--- config.mk ---
export PLATFORM = sky130hd
export DESIGN_NAME = id_ex_stage
export DESIGN_NICKNAME = d
export VERILOG_FILES = /design/src/rtl/id_ex_stage.sv
export SDC_FILE = /design/constraint.sdc
export NUM_CORES = 1
export LEC_CHECK = 0
export CAP_MARGIN = 10
export CORE_AREA = 2 2 151 153
export CTS_CLUSTER_SIZE = 20
export DETAILED_ROUTE_END_ITERATION = 8
export DIE_AREA = 0 0 153 155
export PLACE_DENSITY = 0.79
export RECOVER_POWER = 25
export SLEW_MARGIN = 20
export SYNTH_ARGS = -nofsm -noshare
export SYNTH_HDL_FRONTEND = slang
export SYNTH_SLANG_ARGS = --single-unit
export TNS_END_PERCENT = 100
--- constraint.sdc ---
create_clock -name clk -period 2.1 [get_ports clk]
set_input_delay 0.315 -clock clk [delete_from_list [all_inputs] [get_ports clk]]
set_output_delay 0.315 -clock clk [all_outputs]
set_load 0.005 [all_outputs]
--- src/rtl/id_ex_stage.sv ---
// ID/EX pipeline register for the 5-stage RISC-V core.
// Latches the decoded control bundle and operands, detects load-use hazards
// (stall + bubble) and squashes the EX slot on a taken branch/jump flush.
// Optional performance counters are enabled with `define ID_EX_PERF_CNT_EN.
module id_ex_stage #(
  parameter int XLEN       = 32,
  parameter int REG_ADDR_W = 5
) (
  input  logic                  clk,
  input  logic                  rst_n,
  input  logic                  id_valid,
  input  logic                  id_reg_write,
  input  logic [1:0]            id_result_src,
  input  logic                  id_mem_read,
  input  logic                  id_mem_write,
  input  logic [1:0]            id_alu_op,
  input  logic                  id_alu_src,
  input  logic                  id_alu_a_src,
  input  logic                  id_branch,
  input  logic [1:0]            id_jump,
  input  logic [XLEN-1:0]       id_pc,
  input  logic [XLEN-1:0]       id_pc_plus4,
  input  logic [XLEN-1:0]       id_rs1_data,
  input  logic [XLEN-1:0]       id_rs2_data,
  input  logic [XLEN-1:0]       id_imm,
  input  logic [REG_ADDR_W-1:0] id_rs1,
  input  logic [REG_ADDR_W-1:0] id_rs2,
  input  logic [REG_ADDR_W-1:0] id_rd,
  input  logic [2:0]            id_funct3,
  input  logic                  id_funct7b5,
  input  logic                  flush,
  input  logic                  stall_ext,
  output logic                  hazard_stall,
  output logic                  ex_valid,
  output logic                  ex_reg_write,
  output logic [1:0]            ex_result_src,
  output logic                  ex_mem_read,
  output logic                  ex_mem_write,
  output logic [1:0]            ex_alu_op,
  output logic                  ex_alu_src,
  output logic                  ex_alu_a_src,
  output logic                  ex_branch,
  output logic [1:0]            ex_jump,
  output logic [XLEN-1:0]       ex_pc,
  output logic [XLEN-1:0]       ex_pc_plus4,
  output logic [XLEN-1:0]       ex_rs1_data,
  output logic [XLEN-1:0]       ex_rs2_data,
  output logic [XLEN-1:0]       ex_imm,
  output logic [REG_ADDR_W-1:0] ex_rs1,
  output logic [REG_ADDR_W-1:0] ex_rs2,
  output logic [REG_ADDR_W-1:0] ex_rd,
  output logic [2:0]            ex_funct3,
  output logic                  ex_funct7b5
`ifdef ID_EX_PERF_CNT_EN
  ,
  output logic [31:0]           perf_bubbles,
  output logic [31:0]           perf_flushes
`endif
);

  // Control bundle packed as {reg_write, result_src, mem_read, mem_write,
  // alu_op, alu_src, alu_a_src, branch, jump}.
  localparam int CTRL_W = 12;

  logic [CTRL_W-1:0]     ctrl_d, ctrl_q;
  logic                  valid_d, valid_q;
  logic [XLEN-1:0]       pc_d, pc_q, pc4_d, pc4_q;
  logic [XLEN-1:0]       rs1_data_d, rs1_data_q, rs2_data_d, rs2_data_q;
  logic [XLEN-1:0]       imm_d, imm_q;
  logic [REG_ADDR_W-1:0] rs1_d, rs1_q, rs2_d, rs2_q, rd_d, rd_q;
  logic [2:0]            funct3_d, funct3_q;
  logic                  funct7b5_d, funct7b5_q;
  logic                  uses_rs1, uses_rs2, hazard;
  logic [CTRL_W-1:0]     id_ctrl;

  assign id_ctrl = {id_reg_write, id_result_src, id_mem_read, id_mem_write,
                    id_alu_op, id_alu_src, id_alu_a_src, id_branch, id_jump};

  // Load-use detection: a load in EX whose rd is read by the decode instruction.
  always_comb begin
    uses_rs1     = id_valid & (id_jump != 2'b01) & (id_result_src != 2'b10) & ~id_alu_a_src;
    uses_rs2     = id_valid & (~id_alu_src | id_mem_write);
    hazard       = valid_q & ex_mem_read & (rd_q != '0) &
                   ((uses_rs1 & (rd_q == id_rs1)) | (uses_rs2 & (rd_q == id_rs2)));
    hazard_stall = hazard & ~flush & ~stall_ext;
  end

  // Next-state selection: flush > external stall > hazard bubble > load.
  always_comb begin
    valid_d    = valid_q;
    ctrl_d     = ctrl_q;
    pc_d       = pc_q;
    pc4_d      = pc4_q;
    rs1_data_d = rs1_data_q;
    rs2_data_d = rs2_data_q;
    imm_d      = imm_q;
    rs1_d      = rs1_q;
    rs2_d      = rs2_q;
    rd_d       = rd_q;
    funct3_d   = funct3_q;
    funct7b5_d = funct7b5_q;
    if (flush || (!stall_ext && hazard)) begin
      // Bubble: control cleared, data fields left as they were.
      valid_d = 1'b0;
      ctrl_d  = '0;
    end else if (!stall_ext) begin
      valid_d    = id_valid;
      ctrl_d     = id_valid ? id_ctrl : '0;
      pc_d       = id_pc;
      pc4_d      = id_pc_plus4;
      rs1_data_d = id_rs1_data;
      rs2_data_d = id_rs2_data;
      imm_d      = id_imm;
      rs1_d      = id_rs1;
      rs2_d      = id_rs2;
      rd_d       = id_rd;
      funct3_d   = id_funct3;
      funct7b5_d = id_funct7b5;
    end
  end

  // Pipeline register with synchronous active-low clear.
  always_ff @(posedge clk) begin
    if (!rst_n) begin
      valid_q    <= 1'b0;
      ctrl_q     <= '0;
      pc_q       <= '0;
      pc4_q      <= '0;
      rs1_data_q <= '0;
      rs2_data_q <= '0;
      imm_q      <= '0;
      rs1_q      <= '0;
      rs2_q      <= '0;
      rd_q       <= '0;
      funct3_q   <= '0;
      funct7b5_q <= 1'b0;
    end else begin
      valid_q    <= valid_d;
      ctrl_q     <= ctrl_d;
      pc_q       <= pc_d;
      pc4_q      <= pc4_d;
      rs1_data_q <= rs1_data_d;
      rs2_data_q <= rs2_data_d;
      imm_q      <= imm_d;
      rs1_q      <= rs1_d;
      rs2_q      <= rs2_d;
      rd_q       <= rd_d;
      funct3_q   <= funct3_d;
      funct7b5_q <= funct7b5_d;
    end
  end

  assign ex_valid = valid_q;
  assign {ex_reg_write, ex_result_src, ex_mem_read, ex_mem_write,
          ex_alu_op, ex_alu_src, ex_alu_a_src, ex_branch, ex_jump} = ctrl_q;
  assign ex_pc       = pc_q;
  assign ex_pc_plus4 = pc4_q;
  assign ex_rs1_data = rs1_data_q;
  assign ex_rs2_data = rs2_data_q;
  assign ex_imm      = imm_q;
  assign ex_rs1      = rs1_q;
  assign ex_rs2      = rs2_q;
  assign ex_rd       = rd_q;
  assign ex_funct3   = funct3_q;
  assign ex_funct7b5 = funct7b5_q;

`ifdef ID_EX_PERF_CNT_EN
  logic [31:0] bubbles_d, bubbles_q, flushes_d, flushes_q;

  // A hazard bubble is loaded exactly when the stall request is raised.
  always_comb begin
    bubbles_d = hazard_stall ? bubbles_q + 32'd1 : bubbles_q;
    flushes_d = flush ? flushes_q + 32'd1 : flushes_q;
  end

  // Event counters, wrapping naturally at 2^32.
  always_ff @(posedge clk) begin
    if (!rst_n) begin
      bubbles_q <= '0;
      flushes_q <= '0;
    end else begin
      bubbles_q <= bubbles_d;
      flushes_q <= flushes_d;
    end
  end

  assign perf_bubbles = bubbles_q;
  assign perf_flushes = flushes_q;
`endif

endmodule
; ---- Word level (Yosys, flattened, before mapping)
; Index checks and enable logic that the tools add are counted.
[word_totals]
wordCells = 42
output_inout_bits = 193
register_bits = 192
[classes]
n_reduce_logical = 6
muxes = 1
bitwise_logic = 19
eq_ne = 4
[op_table]
columns = operator, count
row1 = 12-bit 2-to-1 mux, 1
row2 = 1-bit AND, 11
row3 = 5-bit == test, 2
row4 = 1-bit NOT, 6
row5 = 5-bit nonzero test, 1
row6 = "2-bit by 1-bit inequality test with 1-bit output, second input constant", 1
row7 = "2-bit inequality test, second input constant", 1
row8 = 1-bit OR, 2
row9 = 2-bit AND reduction, 1
row10 = 2-bit OR reduction, 1
row11 = 1-bit logical AND, 1
row12 = 1-bit zero test, 1
row13 = 1-bit logical OR, 1

; ---- Longest topological paths before layout
[logic_depth]
depth_word = 11
ltp_mapped = 8
depth_no_buf = 6

; ---- Worst setup path after synthesis
; No wires, ideal clock.
[synth_timing]
kind = register -> register
startpoint = register rd_q[4] (netlist: ex_rd[4])
endpoint = register pc_q[0] (netlist: ex_pc[0])
arrival_time_ns = 1.802
setup_slack_ns = 0.227
synth_period_minus_slack_ns = 1.873
path_stages_with_launch = 9
cell_sequence = dfxtp_1 -> xnor2_1 -> nand4_1 -> a2111oi_1 -> o21ai_1 -> nand2_4 -> buf_8 -> buf_6 -> mux2i_1
[synth_via]
elab_chain_cells = 8
[synth_lines]
columns = item, line
row1 = "start, declared", 70  ; logic [REG_ADDR_W-1:0] rs1_d, rs1_q, rs2_d, rs2_q, rd_d, rd_q;
row2 = "start signal, assigned", 147  ; rd_q <= rd_d;
row3 = 5-bit == test, 84  ; ((uses_rs1 & (rd_q == id_rs1)) | (uses_rs2 & (rd_q == id_rs2)));
row4 = 1-bit AND, 84
row5 = 1-bit OR, 84
row6 = 1-bit AND *, 83  ; hazard = valid_q & ex_mem_read & (rd_q != '0) &
row7 = 1-bit logical AND *, 102  ; if (flush || (!stall_ext && hazard)) begin
row8 = 1-bit logical OR *, 102
row9 = 1-bit NOT (no source line) *, -
row10 = 2-bit AND reduction (no source line) *, -
row11 = "end signal, assigned", 140  ; pc_q <= pc_d;
row12 = "end, declared", 67  ; logic [XLEN-1:0] pc_d, pc_q, pc4_d, pc4_q;
; Mark *: on every way between the ends. The rest lies on a longest branch, timed or not.
; A chain may end at the register's enable or synchronous reset.

; ---- Final worst setup path
[layout_timing]
startpoint = register rd_q[1] (netlist: ex_rd[1])
endpoint = output hazard_stall
[layout_via]
elab_chain_cells = 6
[layout_lines]
columns = item, line
row1 = 5-bit == test, 84
row2 = 1-bit AND, 84
row3 = 1-bit OR, 84
row4 = 1-bit AND *, 83
row5 = 1-bit AND * (2 in series), 85  ; hazard_stall = hazard & ~flush & ~stall_ext;
row6 = "end, declared", 33  ; output logic hazard_stall,
; Marked as above.

==> results.md <==
* Status: finished, final reports clean
* GR Overflow Total at 0
* CTS tree: built
* CP cell instances: buf_4 > xnor2_2 > nand4_1 > nor3_2 > o21ai_1 > nor2_1 > buf_2
* Worst-path fanout max at 4
* CTS root buffer: clkbuf_16
* Max Slew Vio Count at 0
* Main synth FF type: dfxtp_1
* Reg2reg setup slack at 0.13 ns
* Worst-Margin Slew at 0.951 ns
* Synthesis-to-finish area growth at 62.5%
* Max clock buf depth at 2
* Crit. Startpoint: ex_rd[1]
* Die Span Y at 155 um
* Slew HR at 36.5%
* Comb pwr share at 16.0%
* First-pass GRT wire length at about 34000 um
* Switching Fraction at about a quarter
* Mean Syn Cell Area at 9.12 sq um
* # Max-Cap Violations at 0
* Via count at 6985
* Worst skew pair latency at 0.43 ns
* Diodes inserted at 0
* Detailed Routing Iterations Pass 1 at 6
* Internal at between 0.006 and 0.007 W
* Leakage at 5.85 nW
* Nets@finish at between 1000 and 1500
* Final setup fails at 0
* Metal3 WL at 1700 um
* Worst R2R End: ex_rs2_data[4]
* Reg clk slew, reported paths at 0.08 ns
* Gate Count Post-Synth at roughly 850
* Share of cells above drive strength 1 at 6.14%
* Min-Delay Path Class: in2reg
* Port bufs at between 300 and 400
* Worst VDD drop at about 0.00045 V
* Hold WS at 0.290 ns
* Final worst-path cycle share at 95.3%
* Met1 wire length at 9280 um
* Row cnt at 55
* Synth cell types at 24
* Post-route ant nets at 0
* Pre-CTS setup slack at -0.473 ns
* Final WL at 22200 um
* Largest net degree at the start of global routing at 67
* Residual DRC count at 0
* Detailed Place HPWL at 16600 um
* Sequential group share of total power at 46.6%
* Clk pwr share at between 30% and 40%
* Filler cells at approximately 1900
* Syn Nets at ~1000
* FF+latch count, synth at 192
* Worst EP arrival at 1.69 ns
* Core ar. at about 0.022 sq mm
* Netlist Area Pre-Place at 0.00771 sq mm
* Slowest cell on the critical path: dfxtp_2
* DR iter-0 viols at 270
* R2r worst-path depth at 9
* Hold depth at 3
* Post-synthesis sequential area ratio at 49.8%
* Yosys warns at 0
* Cell area power density at 670 mW/mm^2
* Non-Filler Instances at around 1500
* Antenna violations before repair at 0
* Post-DR wirelength/cell at around 15 um
* Fin crit period at 2.00 ns
* Routability Congestion at 0.890
* Number of global-route vias before repair at ~6700
* Kind of critical path: reg2out
* Setup total negative slack at 0 ns
* Io pins at 389
* Worst reg2reg path startpoint: ex_rd[1]
* Crit end category: primary output
* Starting Density at 34.7%
* Hold Fails Final Rpt at 0
* Fmax at 0.500 GHz
* Fraction of registers with async set/reset at 0%
* Drt via density at 4.59
* Clock buffer count from CTS at 17
* Type of origin of the critical path: flip-flop
* H-tree depth at 4
* Die area at 0.0237 sq mm
* Met2 wire len at 10700 um
* Post-synth EDFFs at 0
* Slowest stage delay, CP at 0.34 ns
* Clock Sinks at about 190
* Chip Width at 153 um
* Worst setup margin at 0.0992 ns
* Worst Skew at 0.0121 ns
* Placed cell count at 1490
* Gr usage total at around 18%
* CP required at 1.78 ns
* Worst Setup EP: hazard_stall
* Highest routed layer: met4
* NetSw at ~0.0021 W
[flip-flops by register name, summed over array words and instances, names as in the netlist]
name	flops
ex_imm	32
ex_pc	32
ex_pc_plus4	32
ex_rs1_data	32
ex_rs2_data	32
ctrl_q	12
ex_rd	5
ex_rs1	5
ex_rs2	5
ex_funct3	3
ex_funct7b5	1
ex_valid	1
[logic make-up (layout without fill, tap and decap cells)]
logic type      count (synthesis)  count (layout)  share of synthesized area [%]
simple gates                  384             384                           19.0
flops                         192             192                           49.8
mux                           179             179                           23.2
buf+inv                        64             455                           5.17
compound gates                 17              17                           1.59
xor+xnor                       10              10                           1.14
[repair_timing]
| action | CTS | global route |
|---|---|---|
| resized for setup | 12 | 3 |
| pin swaps | 5 | 1 |
| buffers inserted | 0 | 0 |
| hold buffers | 0 | 0 |
| setup endpoints to repair | 51 | 28 |
[cell usage after synthesis, types with 2 or more instances]
library cell  number  area (sq um)
nand2_1          359          1350
dfxtp_1          192          3840
mux2i_1          179          1790
clkbuf_1          42           158
nor2_1            16          60.1
a22oi_1           12          90.1
buf_8             10           150
xnor2_1            8          70.1
buf_4              6          45.0
buf_6              3          33.8
inv_1              2          7.51
nand3b_1           2          15.0
nand4_1            2          12.5
nor3_1             2          10.0
xor2_1             2          17.5
[how the worst min path moves through the flow]
| stage | from | end | slack [ns] |
|---|---|---|---|
| finish | rst_n | ex_rs1_data[21] | 0.29 |
| global placement | ex_pc[15] | ex_pc[15] | 0.44 |
| CTS | rst_n | ex_rs1_data[21] | 0.27 |
| floorplan | id_funct3[0] | ex_funct3[0] | 0.45 |
| global route | rst_n | ex_rs1_data[21] | 0.30 |
| detailed placement | ex_imm[7] | ex_imm[7] | 0.45 |
[cells in the final DEF (no fill, tap or decap), types with 8 or more instances in the layout]
cell type / Yosys / layout
mux2i_1: 179 / 179
a22oi_1: 12 / 12
dfxtp_1: 192 / 187
dlygate4sd3_1: 0 / 95
buf_12: 0 / 8
clkbuf_16: 0 / 17
nor2_1: 16 / 16
clkdlybuf4s50_1: 0 / 291
buf_4: 6 / 24
nand2_1: 359 / 359
[area by class of cell]
type	instances	area, sq um	area share (%)
Tap cell	285	357	2.85
Timing Repair Buffer	421	4240	33.8
Multi-Input combinational cell	590	3520	28.1
Inverter	2	7.51	0.0599
Sequential cell	192	3850	30.7
Clock buffer	19	443	3.53
Clock inverter	13	123	0.978
[layer usage]
layer	GRT usage (%)	up-vias
met1	21.3	3192
met2	30.2	265
met4	6.79	0
met5	0	-
li1	-	3495
met3	5.63	33
[power by group through the flow]
stage	clock, W	combinational [W]	sequential (W)
global route	0.00339	0.00145	0.00393
CTS	0.00325	0.00138	0.00391
global placement	0	0.00136	0.00399
floorplan	0	0.000495	0.00401
detailed placement	0	0.00137	0.00400
finish	0.00314	0.00134	0.00391
[worst max-delay path, delay by kind of cell, from the launching register on]
kind | cells | cell delay [ns]
simple gates | 3 | 0.41
flops | 1 | 0.34
buf+inv | 2 | 0.26
xor+xnor | 1 | 0.14
compound gates | 1 | 0.10
[stage by stage]
stage / cell area (sq um) / power [W] / util, %
2_1_floorplan: 7710 / 0.00451 / -
3_3_place_gp: 11900 / 0.00535 / 53.6
3_5_place_dp: 11900 / 0.00537 / 53.6
4_1_cts: 12500 / 0.00855 / 56.3
5_1_grt: 12500 / 0.00877 / 56.4
6_report: 12500 / 0.00840 / 56.4
Power figures use the tool's default switching activity.
